--- config.mk ---
export PLATFORM = sky130hd
export DESIGN_NAME = fighter_action_sequencer
export DESIGN_NICKNAME = d
export VERILOG_FILES = /design/src/rtl/fighter_action_sequencer.sv
export SDC_FILE = /design/constraint.sdc
export NUM_CORES = 1
export LEC_CHECK = 0
export CORE_MARGIN = 2
export CORE_UTILIZATION = 58
export DETAILED_ROUTE_END_ITERATION = 8
export GPL_TIMING_DRIVEN = 0
export PLACE_DENSITY = 0.84
export SYNTH_ARGS = -nofsm -noshare
export SYNTH_HDL_FRONTEND = slang
export SYNTH_SLANG_ARGS = --single-unit
--- constraint.sdc ---
create_clock -name Clk -period 3.2 [get_ports Clk]
set_input_delay 0.64 -clock Clk [delete_from_list [all_inputs] [get_ports Clk]]
set_output_delay 0.64 -clock Clk [all_outputs]
set_load 0.01 [all_outputs]
--- src/rtl/fighter_action_sequencer.sv ---
// Per-player action controller: turns held move/attack keys into frame-synchronous
// movement and attack-phase commands, with hit-stun interrupt and a one-deep attack buffer.
module fighter_action_sequencer #(
   parameter int unsigned CNT_W       = 5,
   parameter int unsigned WINDUP1     = 4,
   parameter int unsigned ACTIVE1     = 3,
   parameter int unsigned RECOVER1    = 6,
   parameter int unsigned WINDUP2     = 8,
   parameter int unsigned ACTIVE2     = 4,
   parameter int unsigned RECOVER2    = 12,
   parameter int unsigned STUN_FRAMES = 10
) (
   input  logic       Clk,
   input  logic       Reset_n,
   input  logic       frame_tick,
   input  logic       enable,
   input  logic       left_on,
   input  logic       right_on,
   input  logic       atk1_on,
   input  logic       atk2_on,
   input  logic       hit_pulse,
   output logic [1:0] move_dir,
   output logic [2:0] phase,
   output logic       attack_id,
   output logic       hitbox_en,
   output logic       busy
);

   localparam logic [2:0] S_IDLE    = 3'd0;
   localparam logic [2:0] S_WINDUP  = 3'd1;
   localparam logic [2:0] S_ACTIVE  = 3'd2;
   localparam logic [2:0] S_RECOVER = 3'd3;
   localparam logic [2:0] S_STUN    = 3'd4;

   // Counter load value (length-1) for a given attack and phase.
   function automatic logic [CNT_W-1:0] load_val(input logic id, input logic [2:0] st);
      int unsigned len;
      case (st)
         S_WINDUP:  len = id ? WINDUP2 : WINDUP1;
         S_ACTIVE:  len = id ? ACTIVE2 : ACTIVE1;
         S_RECOVER: len = id ? RECOVER2 : RECOVER1;
         default:   len = STUN_FRAMES;
      endcase
      return CNT_W'(len - 1);
   endfunction

   logic [2:0]       state_q, state_d;
   logic [CNT_W-1:0] cnt_q, cnt_d;
   logic             id_q, id_d;
   logic             buf_valid_q, buf_valid_d;
   logic             buf_id_q, buf_id_d;
   logic             prev1_q, prev1_d;
   logic             prev2_q, prev2_d;
   logic             hit_pend_q, hit_pend_d;
   logic [1:0]       move_q, move_d;

   logic press1, press2, press_any, press_id, hit_now, start, start_id;

   // Next-state logic: everything except hit capture advances only on frame ticks.
   always_comb begin
      state_d     = state_q;
      cnt_d       = cnt_q;
      id_d        = id_q;
      buf_valid_d = buf_valid_q;
      buf_id_d    = buf_id_q;
      prev1_d     = prev1_q;
      prev2_d     = prev2_q;
      move_d      = move_q;
      hit_pend_d  = hit_pend_q | hit_pulse;
      press1      = atk1_on & ~prev1_q;
      press2      = atk2_on & ~prev2_q;
      press_any   = press1 | press2;
      press_id    = ~press1;  // atk1 wins a same-tick tie
      hit_now     = hit_pend_q | hit_pulse;
      start       = 1'b0;
      start_id    = 1'b0;

      if (frame_tick) begin
         prev1_d    = atk1_on;
         prev2_d    = atk2_on;
         hit_pend_d = 1'b0;
         move_d     = 2'b00;
         if (!enable) begin
            state_d     = S_IDLE;
            cnt_d       = '0;
            buf_valid_d = 1'b0;
         end else if (hit_now) begin
            state_d     = S_STUN;
            cnt_d       = load_val(1'b0, S_STUN);
            buf_valid_d = 1'b0;
         end else begin
            case (state_q)
               S_IDLE: begin
                  if (buf_valid_q) begin
                     start    = 1'b1;
                     start_id = buf_id_q;
                  end else if (press_any) begin
                     start    = 1'b1;
                     start_id = press_id;
                  end else if (left_on && !right_on) begin
                     move_d = 2'b01;
                  end else if (right_on && !left_on) begin
                     move_d = 2'b10;
                  end
               end
               S_WINDUP, S_ACTIVE: begin
                  if (cnt_q == '0) begin
                     state_d = state_q + 3'd1;
                     cnt_d   = load_val(id_q, state_q + 3'd1);
                  end else begin
                     cnt_d = cnt_q - 1'b1;
                  end
               end
               S_RECOVER: begin
                  if (press_any) begin
                     buf_valid_d = 1'b1;
                     buf_id_d    = press_id;
                  end
                  if (cnt_q == '0) begin
                     // A buffered attack chains straight into windup, skipping IDLE.
                     if (press_any || buf_valid_q) begin
                        start    = 1'b1;
                        start_id = press_any ? press_id : buf_id_q;
                     end else begin
                        state_d = S_IDLE;
                     end
                  end else begin
                     cnt_d = cnt_q - 1'b1;
                  end
               end
               S_STUN: begin
                  if (cnt_q == '0) state_d = S_IDLE;
                  else cnt_d = cnt_q - 1'b1;
               end
               default: state_d = S_IDLE;
            endcase
            if (start) begin
               state_d     = S_WINDUP;
               id_d        = start_id;
               cnt_d       = load_val(start_id, S_WINDUP);
               buf_valid_d = 1'b0;
            end
         end
      end
   end

   // State registers with asynchronous active-low reset.
   always_ff @(posedge Clk or negedge Reset_n) begin
      if (!Reset_n) begin
         state_q     <= S_IDLE;
         cnt_q       <= '0;
         id_q        <= 1'b0;
         buf_valid_q <= 1'b0;
         buf_id_q    <= 1'b0;
         prev1_q     <= 1'b0;
         prev2_q     <= 1'b0;
         hit_pend_q  <= 1'b0;
         move_q      <= 2'b00;
      end else begin
         state_q     <= state_d;
         cnt_q       <= cnt_d;
         id_q        <= id_d;
         buf_valid_q <= buf_valid_d;
         buf_id_q    <= buf_id_d;
         prev1_q     <= prev1_d;
         prev2_q     <= prev2_d;
         hit_pend_q  <= hit_pend_d;
         move_q      <= move_d;
      end
   end

   // Outputs decode directly from registered state.
   always_comb begin
      move_dir  = move_q;
      phase     = state_q;
      attack_id = id_q;
      hitbox_en = (state_q == S_ACTIVE);
      busy      = (state_q != S_IDLE);
   end

endmodule

==> results.md, run 1 <==
- Slowest stage delay, CP: 0.54 ns
- DR pass1 iterations: 4
- M1 WL: 1251 µm
- Initial antenna violation count: 0
- RR Startpoint: phase[0]$_DFFE_PN0P_
- Highest fanout seen on the critical path: 10
- Vias per inst: 6.078
- Global-route wire length before repair: 4823 µm
- Clk buf depth: 2
- Switching share of power: 35.12%
- RSZ-0062 raised after global routing: no
- Hold Crit Start: prev2_q$_DFFE_PN0P_
- Area share of the largest cell type after synthesis: 32.23%
- DPL Wire Length: 2172 µm
- N_diodes: 0
- Share of post-route cells with drive strength above 1: 13.82%
- Total grt overflow: 0
- Top_reg_cell synth: dfrtp_1
- Worst Setup End Kind: output port
- Fin. Hold Viols: 0
- Clk_lat worst skew: 0.29 ns
- Min Tclk post-route: 2.652 ns
- GRT Total Usage: 24.90%
- Metal2 WL: 1412 µm
- Maxcap violations: 0
- Routed vias: 1088
- # DRC: 0
- Ys async rst share: 100.0%
- Routed Antenna Nets: 0
- Total Wirelength: 2831 µm
- DRT iter0 DRCs: 31
- Worst slew margin: 51.35%
- Final Wtd Congestion: 0.9074
- Logic pwr share: 41.5%
- Seq pwr share: 36.9%
- Nets: 170
- Most frequent cells after synthesis: dfrtp_1, inv_1, nand2_1, nor2_1, ha_1
- Synth unique cells: 44
- Vias in the first global route: 1069
- Cell taking the most area after synthesis: dfrtp_1
- CP max-delay cell: clkdlybuf4s50_1
- Hold-critical path endpoint: prev2_q$_DFFE_PN0P_
- Max-slew violations: 0
- Worst-Margin Slew: 0.7275 ns
- Worst Hold Class: reg2reg
- Core outline area: 1982 µm²
- Critical Path Most Common Cell: inv_1
- Crit path DAT: 2.01 ns
- Status: finished, final reports clean
- Post-Layout Cell Count: 179
- Fin Setup TNS: 0 ns
- Max Used Layer: met4
- DR WL/cell: 15.82 µm
- Worst Skew: 0.0007292 ns
- H-tree Lvls: 1
- Post-CTS setup repair buffer count: 0
- Post_cts resized: 0
- Worst reg2reg path endpoint: cnt_q[3]$_DFFE_PN0P_
- Worst reg-to-reg setup slack: 0.95 ns
- Post-synthesis sequential element count: 16
- Io pins: 17
- TritonCTS clock tree: yes
- Height of the chip: 50.29 µm
- Power per cell area: 439.0 nW/µm²
- Fmax: 0.3770 GHz
- P_int: 0.4195 mW
- P&R area growth vs syn: 18.53%
- Critical path required time: 2.56 ns
- Largest net degree at the start of global routing: 17
- Post-synth net total: 149
- Sw power: 0.2270 mW
- DIE AREA: 2529 µm²
- Period utilisation layout: 82.88%
- Clock power frac: 21.7%
- Leakage: 0.6409 nW
- Worst-path cell chain: inv_1, ha_1, clkbuf_8, nor2b_1, inv_1, clkdlybuf4s50_1
- Cts hold-fix bufs: 0
- Ranking of synthesized cells by area: dfrtp_1, ha_1, mux2i_1
- Sequential element share of the synthesized area: 32.23%
- Post-Syn Instances: 132
- Worst Setup Start Kind: flop
- Placed Cells incl. Taps: 175
- Setup violators final: 0
- Port Buffers: 16
- WL met3: 153 µm
- Critical path class: reg2out
- Mean Syn Cell Area: 9.412 µm²
- CTS clk-pin slew, worst paths: 0.10 ns
- VDD IR max: 0.0003976 V
- Worst Reg-to-Reg Cells: 7
- Clock root cell: clkbuf_4
- Syn. warnings: 0
- Die width: 50.29 µm
- Number of synthesized flops with an enable pin: 0
- Initial Utilization: 62.69%
- Count leader, synth: dfrtp_1
- TritonCTS Sinks: 16
- Core Rows: 16
- Cell count of the worst hold path: 1
- Cell Area, Synth: 1242 µm²
- CTS Buf Count: 3
==> critical path: cells and delay by family, from the launching register on <==
kind / cells / cell delay, ns
AND/OR/NAND/NOR: 1 / 0.15
adder cells (fa/ha/maj): 1 / 0.22
flip-flops: 1 / 0.45
buffers and inverters: 4 / 0.89
==> sequential cells by signal, indices dropped and copies added (netlist names) <==
name,count
attack_id,1
prev1_q,1
cnt_q,5
move_dir,2
prev2_q,1
phase,3
hit_pend_q,1
buf_valid_q,1
buf_id_q,1
==> layout by cell type, fill, tap and decap left out, drive strengths merged, types with 2 or more instances in the layout <==
master,instances
o32ai,2
clkbuf,5
mux2,6
and2,2
xnor2,2
o2bb2ai,2
ha,8
or3,2
nor2b,5
a21o,4
a31oi,5
buf,2
o21ai,6
nand2,10
a32o,2
dfrtp,16
o41ai,2
o31ai,3
clkdlybuf4s50,16
inv,10
mux2i,5
a22o,2
nor2,10
nor3,5
a21oi,8
==> cells by family (layout without fill, tap and decap cells) <==
kind of cell	count (synthesis)	after routing	synth area share (%)
fa+ha+maj	8	8	8.057
compound gates	42	42	24.17
mux	11	11	9.768
xor+xnor	2	2	1.410
flops	16	16	32.23
buf+inv	13	33	5.640
simple gates	40	40	18.73
==> layout make-up <==
type,instances,area (µm²)
inverters,10,37.54
repair buffers,16,160.2
clock buffers,4,36.28
plain buffers,3,32.53
flip-flops and latches,16,400.4
well taps,27,33.78
multi-input cells,103,772.0
fillers,135,509.2
==> power groups by stage <==
stage	clock, mW	combinational [mW]	sequential [mW]
4_1_cts	0.138	0.265	0.238
6_report	0.140	0.268	0.238
5_1_grt	0.146	0.294	0.242
3_5_place_dp	0	0.264	0.242
2_1_floorplan	0	0.192	0.241
3_3_place_gp	0	0.258	0.241
==> layer usage <==
layer	global-route usage (%)	vias to the layer above
li1	-	530
met1	33.46	513
met2	42.54	42
met3	4.167	3
met4	4.167	0
met5	0	-
==> worst max-delay path by stage <==
stage,start,slack (ns),end,cells past startpoint
final,phase[0]$_DFFE_PN0P_,0.55,busy,6
after global routing,phase[0]$_DFFE_PN0P_,0.44,busy,6
after CTS,phase[0]$_DFFE_PN0P_,0.56,busy,6
after detailed placement,atk1_on,0.74,phase[1]$_DFFE_PN0P_,6
after global placement,atk1_on,0.79,phase[1]$_DFFE_PN0P_,6
after floorplan,phase[0]$_DFFE_PN0P_,1.16,cnt_q[4]$_DFFE_PN0P_,8
==> through the flow <==
stage / cell area, µm² / total power [mW] / hold WS (ns) / worst slack [ns] / util [%]
finish: 1473 / 0.6465 / 0.5246 / 0.5477 / 74.31
global route: 1473 / 0.6820 / 0.5349 / 0.4375 / 74.31
CTS: 1473 / 0.6423 / 0.5253 / 0.5564 / 74.31
detailed placement: 1436 / 0.5062 / 0.4918 / 0.7423 / 72.47
global placement: 1436 / 0.4987 / 0.4723 / 0.7938 / 72.47
floorplan: 1242 / 0.4326 / 0.3444 / 1.162 / -
Note: power is estimated with default switching activity, not from simulation.
==> run 2, diff against run 1 <==
--- a/config.mk
+++ b/config.mk
@@ -6,10 +6,10 @@
 export NUM_CORES = 1
 export LEC_CHECK = 0
 export CORE_MARGIN = 2
-export CORE_UTILIZATION = 58
+export CORE_UTILIZATION = 49
 export DETAILED_ROUTE_END_ITERATION = 8
 export GPL_TIMING_DRIVEN = 0
-export PLACE_DENSITY = 0.84
+export PLACE_DENSITY = 0.75
 export SYNTH_ARGS = -nofsm -noshare
 export SYNTH_HDL_FRONTEND = slang
 export SYNTH_SLANG_ARGS = --single-unit
==> constraint.sdc (replaced) <==
create_clock -name Clk -period 2.4 [get_ports Clk]
set_input_delay 0.48 -clock Clk [delete_from_list [all_inputs] [get_ports Clk]]
set_output_delay 0.48 -clock Clk [all_outputs]
set_load 0.01 [all_outputs]
==> run 2 against run 1 <==
  * Core utilization is 12 points lower
  * Wire length is 1.4% higher
  * Cell area is 2.2% higher
  * Clock-buffer cell count stayed put
  * Combinational power is 37% higher
  * Critical path type is now reg2reg
  * Largest cell class unchanged
==> results.md, run 2 (synthesized netlist as in run 1, its figures left out) <==
- P&R area growth vs syn: 21.15%
- Critical path class: reg2reg
- DRT iter0 DRCs: 30
- Commonest non-fill, non-tap cell in the layout: dfrtp_1
- Total Wirelength: 2871 µm
- Port Buffers: 16
- Initial Utilization: 51.08%
- Crit path DAT: 2.46 ns
- Worst Skew: 0.009845 ns
- Maxcap violations: 0
- Die width: 54.36 µm
- DIE AREA: 2954 µm²
- Final Wtd Congestion: 0.8574
- Slowest stage delay, CP: 0.40 ns
- # DRC: 0
- CTS clk-pin slew, worst paths: 0.11 ns
- CTS Buf Count: 3
- Share of post-route cells with drive strength above 1: 16.88%
- Highest fanout seen on the critical path: 5
- Clk_lat worst skew: 0.29 ns
- Logic pwr share: 42.1%
- Routed vias: 1088
- Worst slew margin: 50.09%
- Fin Setup TNS: 0 ns
- Hold Crit Start: move_dir[0]$_DFFE_PN0P_
- Setup violators final: 0
- Clock root cell: clkbuf_4
- Routed Antenna Nets: 0
- Clock power frac: 21.5%
- Io pins: 17
- Switching share of power: 35.35%
- Fin. Hold Viols: 0
- Sw power: 0.3073 mW
- Core Rows: 18
- Height of the chip: 54.36 µm
- Period utilisation layout: 95.58%
- Worst reg-to-reg setup slack: 0.11 ns
- Most frequent cells in the layout: dfrtp_1, clkdlybuf4s50_1, inv_1
- VDD IR max: 0.0004296 V
- Total grt overflow: 0
- Clk buf depth: 2
- RSZ-0062 raised after global routing: no
- Max reg flops: 5
- Largest net degree at the start of global routing: 17
- Worst Hold Class: reg2reg
- H-tree Lvls: 1
- Vias in the first global route: 1049
- Worst Setup End Kind: flop
- Biggest register: cnt_q
- Fin area: 1505 µm²
- TritonCTS Sinks: 16
- Worst Reg-to-Reg Cells: 9
- DR pass1 iterations: 4
- Dpl cell area: 1440 µm²
- DR WL/cell: 15.60 µm
- Nets: 172
- Cell count of the worst hold path: 1
- Leakage: 0.6674 nW
- TritonCTS clock tree: yes
- Cts hold-fix bufs: 0
- Placed Cells incl. Taps: 178
- Critical Path Most Common Cell: ha_1
- Core outline area: 2432 µm²
- Worst reg2reg path endpoint: cnt_q[2]$_DFFE_PN0P_
- Post-layout util: 61.88%
- Initial antenna violation count: 0
- Critical path required time: 2.57 ns
- Min Tclk post-route: 2.294 ns
- N_diodes: 0
- Pwr Total: 0.8692 mW
- Global-route wire length before repair: 4533 µm
- GRT Total Usage: 21.14%
- Power per cell area: 577.4 nW/µm²
- DPL Wire Length: 2141 µm
- Max-slew violations: 0
- Post-Layout Cell Count: 184
- RR Startpoint: phase[0]$_DFFE_PN0P_
- Hold-critical path endpoint: move_dir[0]$_DFFE_PN0P_
- Vias per inst: 5.913
- P_int: 0.5619 mW
- CP max-delay cell: dfrtp_1
- Fmax: 0.4359 GHz
- Seq pwr share: 36.5%
- Worst Setup Start Kind: flop
- Worst-Margin Slew: 0.7463 ns
- Worst-path cell chain: buf_4, ha_1, ha_1, nand3b_1, ha_1, nor3_2, mux2i_1, a31oi_1, o2bb2ai_1
- Status: finished, final reports clean
-- run 2: cell count changes in the layout (fill, tap and decap cells not counted), sizes merged --
| cell | delta |
|---|---|
| dlymetal6s2s | +1 |
| buf | +2 |
| clkdlybuf4s50 | -1 |
-- run 2: worst max path at each step --
| stage | from | to | slack, ns | depth (start not counted) |
|---|---|---|---|---|
| after CTS | phase[0]$_DFFE_PN0P_ | busy | 0.04 | 6 |
| after global placement | atk1_on | phase[1]$_DFFE_PN0P_ | 0.13 | 6 |
| final | phase[0]$_DFFE_PN0P_ | cnt_q[2]$_DFFE_PN0P_ | 0.11 | 9 |
| after floorplan | phase[0]$_DFFE_PN0P_ | cnt_q[4]$_DFFE_PN0P_ | 0.36 | 8 |
| after detailed placement | atk1_on | phase[1]$_DFFE_PN0P_ | 0.07 | 6 |
| after global routing | phase[0]$_DFFE_PN0P_ | cnt_q[4]$_DFFE_PN0P_ | 0.01 | 9 |
-- run 2: power groups by stage --
stage	clock (mW)	sequential [mW]	combinational [mW]
after detailed placement	0	0.323	0.354
after CTS	0.190	0.316	0.360
after global placement	0	0.321	0.345
after floorplan	0	0.321	0.256
final	0.187	0.317	0.366
after global routing	0.201	0.320	0.400
-- run 2: layout make-up --
cell class	instances	area, µm²
buffer	3	32.53
clock buffer	4	36.28
fill	214	927.1
inverter	10	37.54
multi-input combinational	103	783.3
sequential	16	400.4
tap	30	37.54
timing repair buffer	18	177.7
-- run 2: through the flow --
stage	hold slack, ns	setup WS (ns)
after global placement	0.4733	0.1277
after global routing	0.5429	0.01202
after floorplan	0.1844	0.3624
final	0.5124	0.1060
after CTS	0.5236	0.03714
after detailed placement	0.4901	0.07057
-- run 2: metal layers --
| layer | part of all wire (%) | vias up | global-route usage, % |
|---|---|---|---|
| met5 | 0 | - | 0 |
| met4 | 1.3 | 0 | 9.167 |
| met3 | 3.7 | 4 | 3.279 |
| met2 | 51 | 30 | 34.54 |
| met1 | 44 | 523 | 27.50 |
| li1 | - | 531 | - |
-- run 2: repair_timing --
action	CTS	global route
gates cloned	0	0
buffers inserted	2	0
setup endpoints to repair	1	5
resized for setup	1	4
-- run 2: critical path, delay by kind of cell (launching register included) --
kind	cells	cell delay (ns)
buffers and inverters	1	0.16
muxes	1	0.10
AOI/OAI and AO/OA	2	0.34
DFF	1	0.40
adders and majority gates	3	0.83
and+or+nand+nor	2	0.35
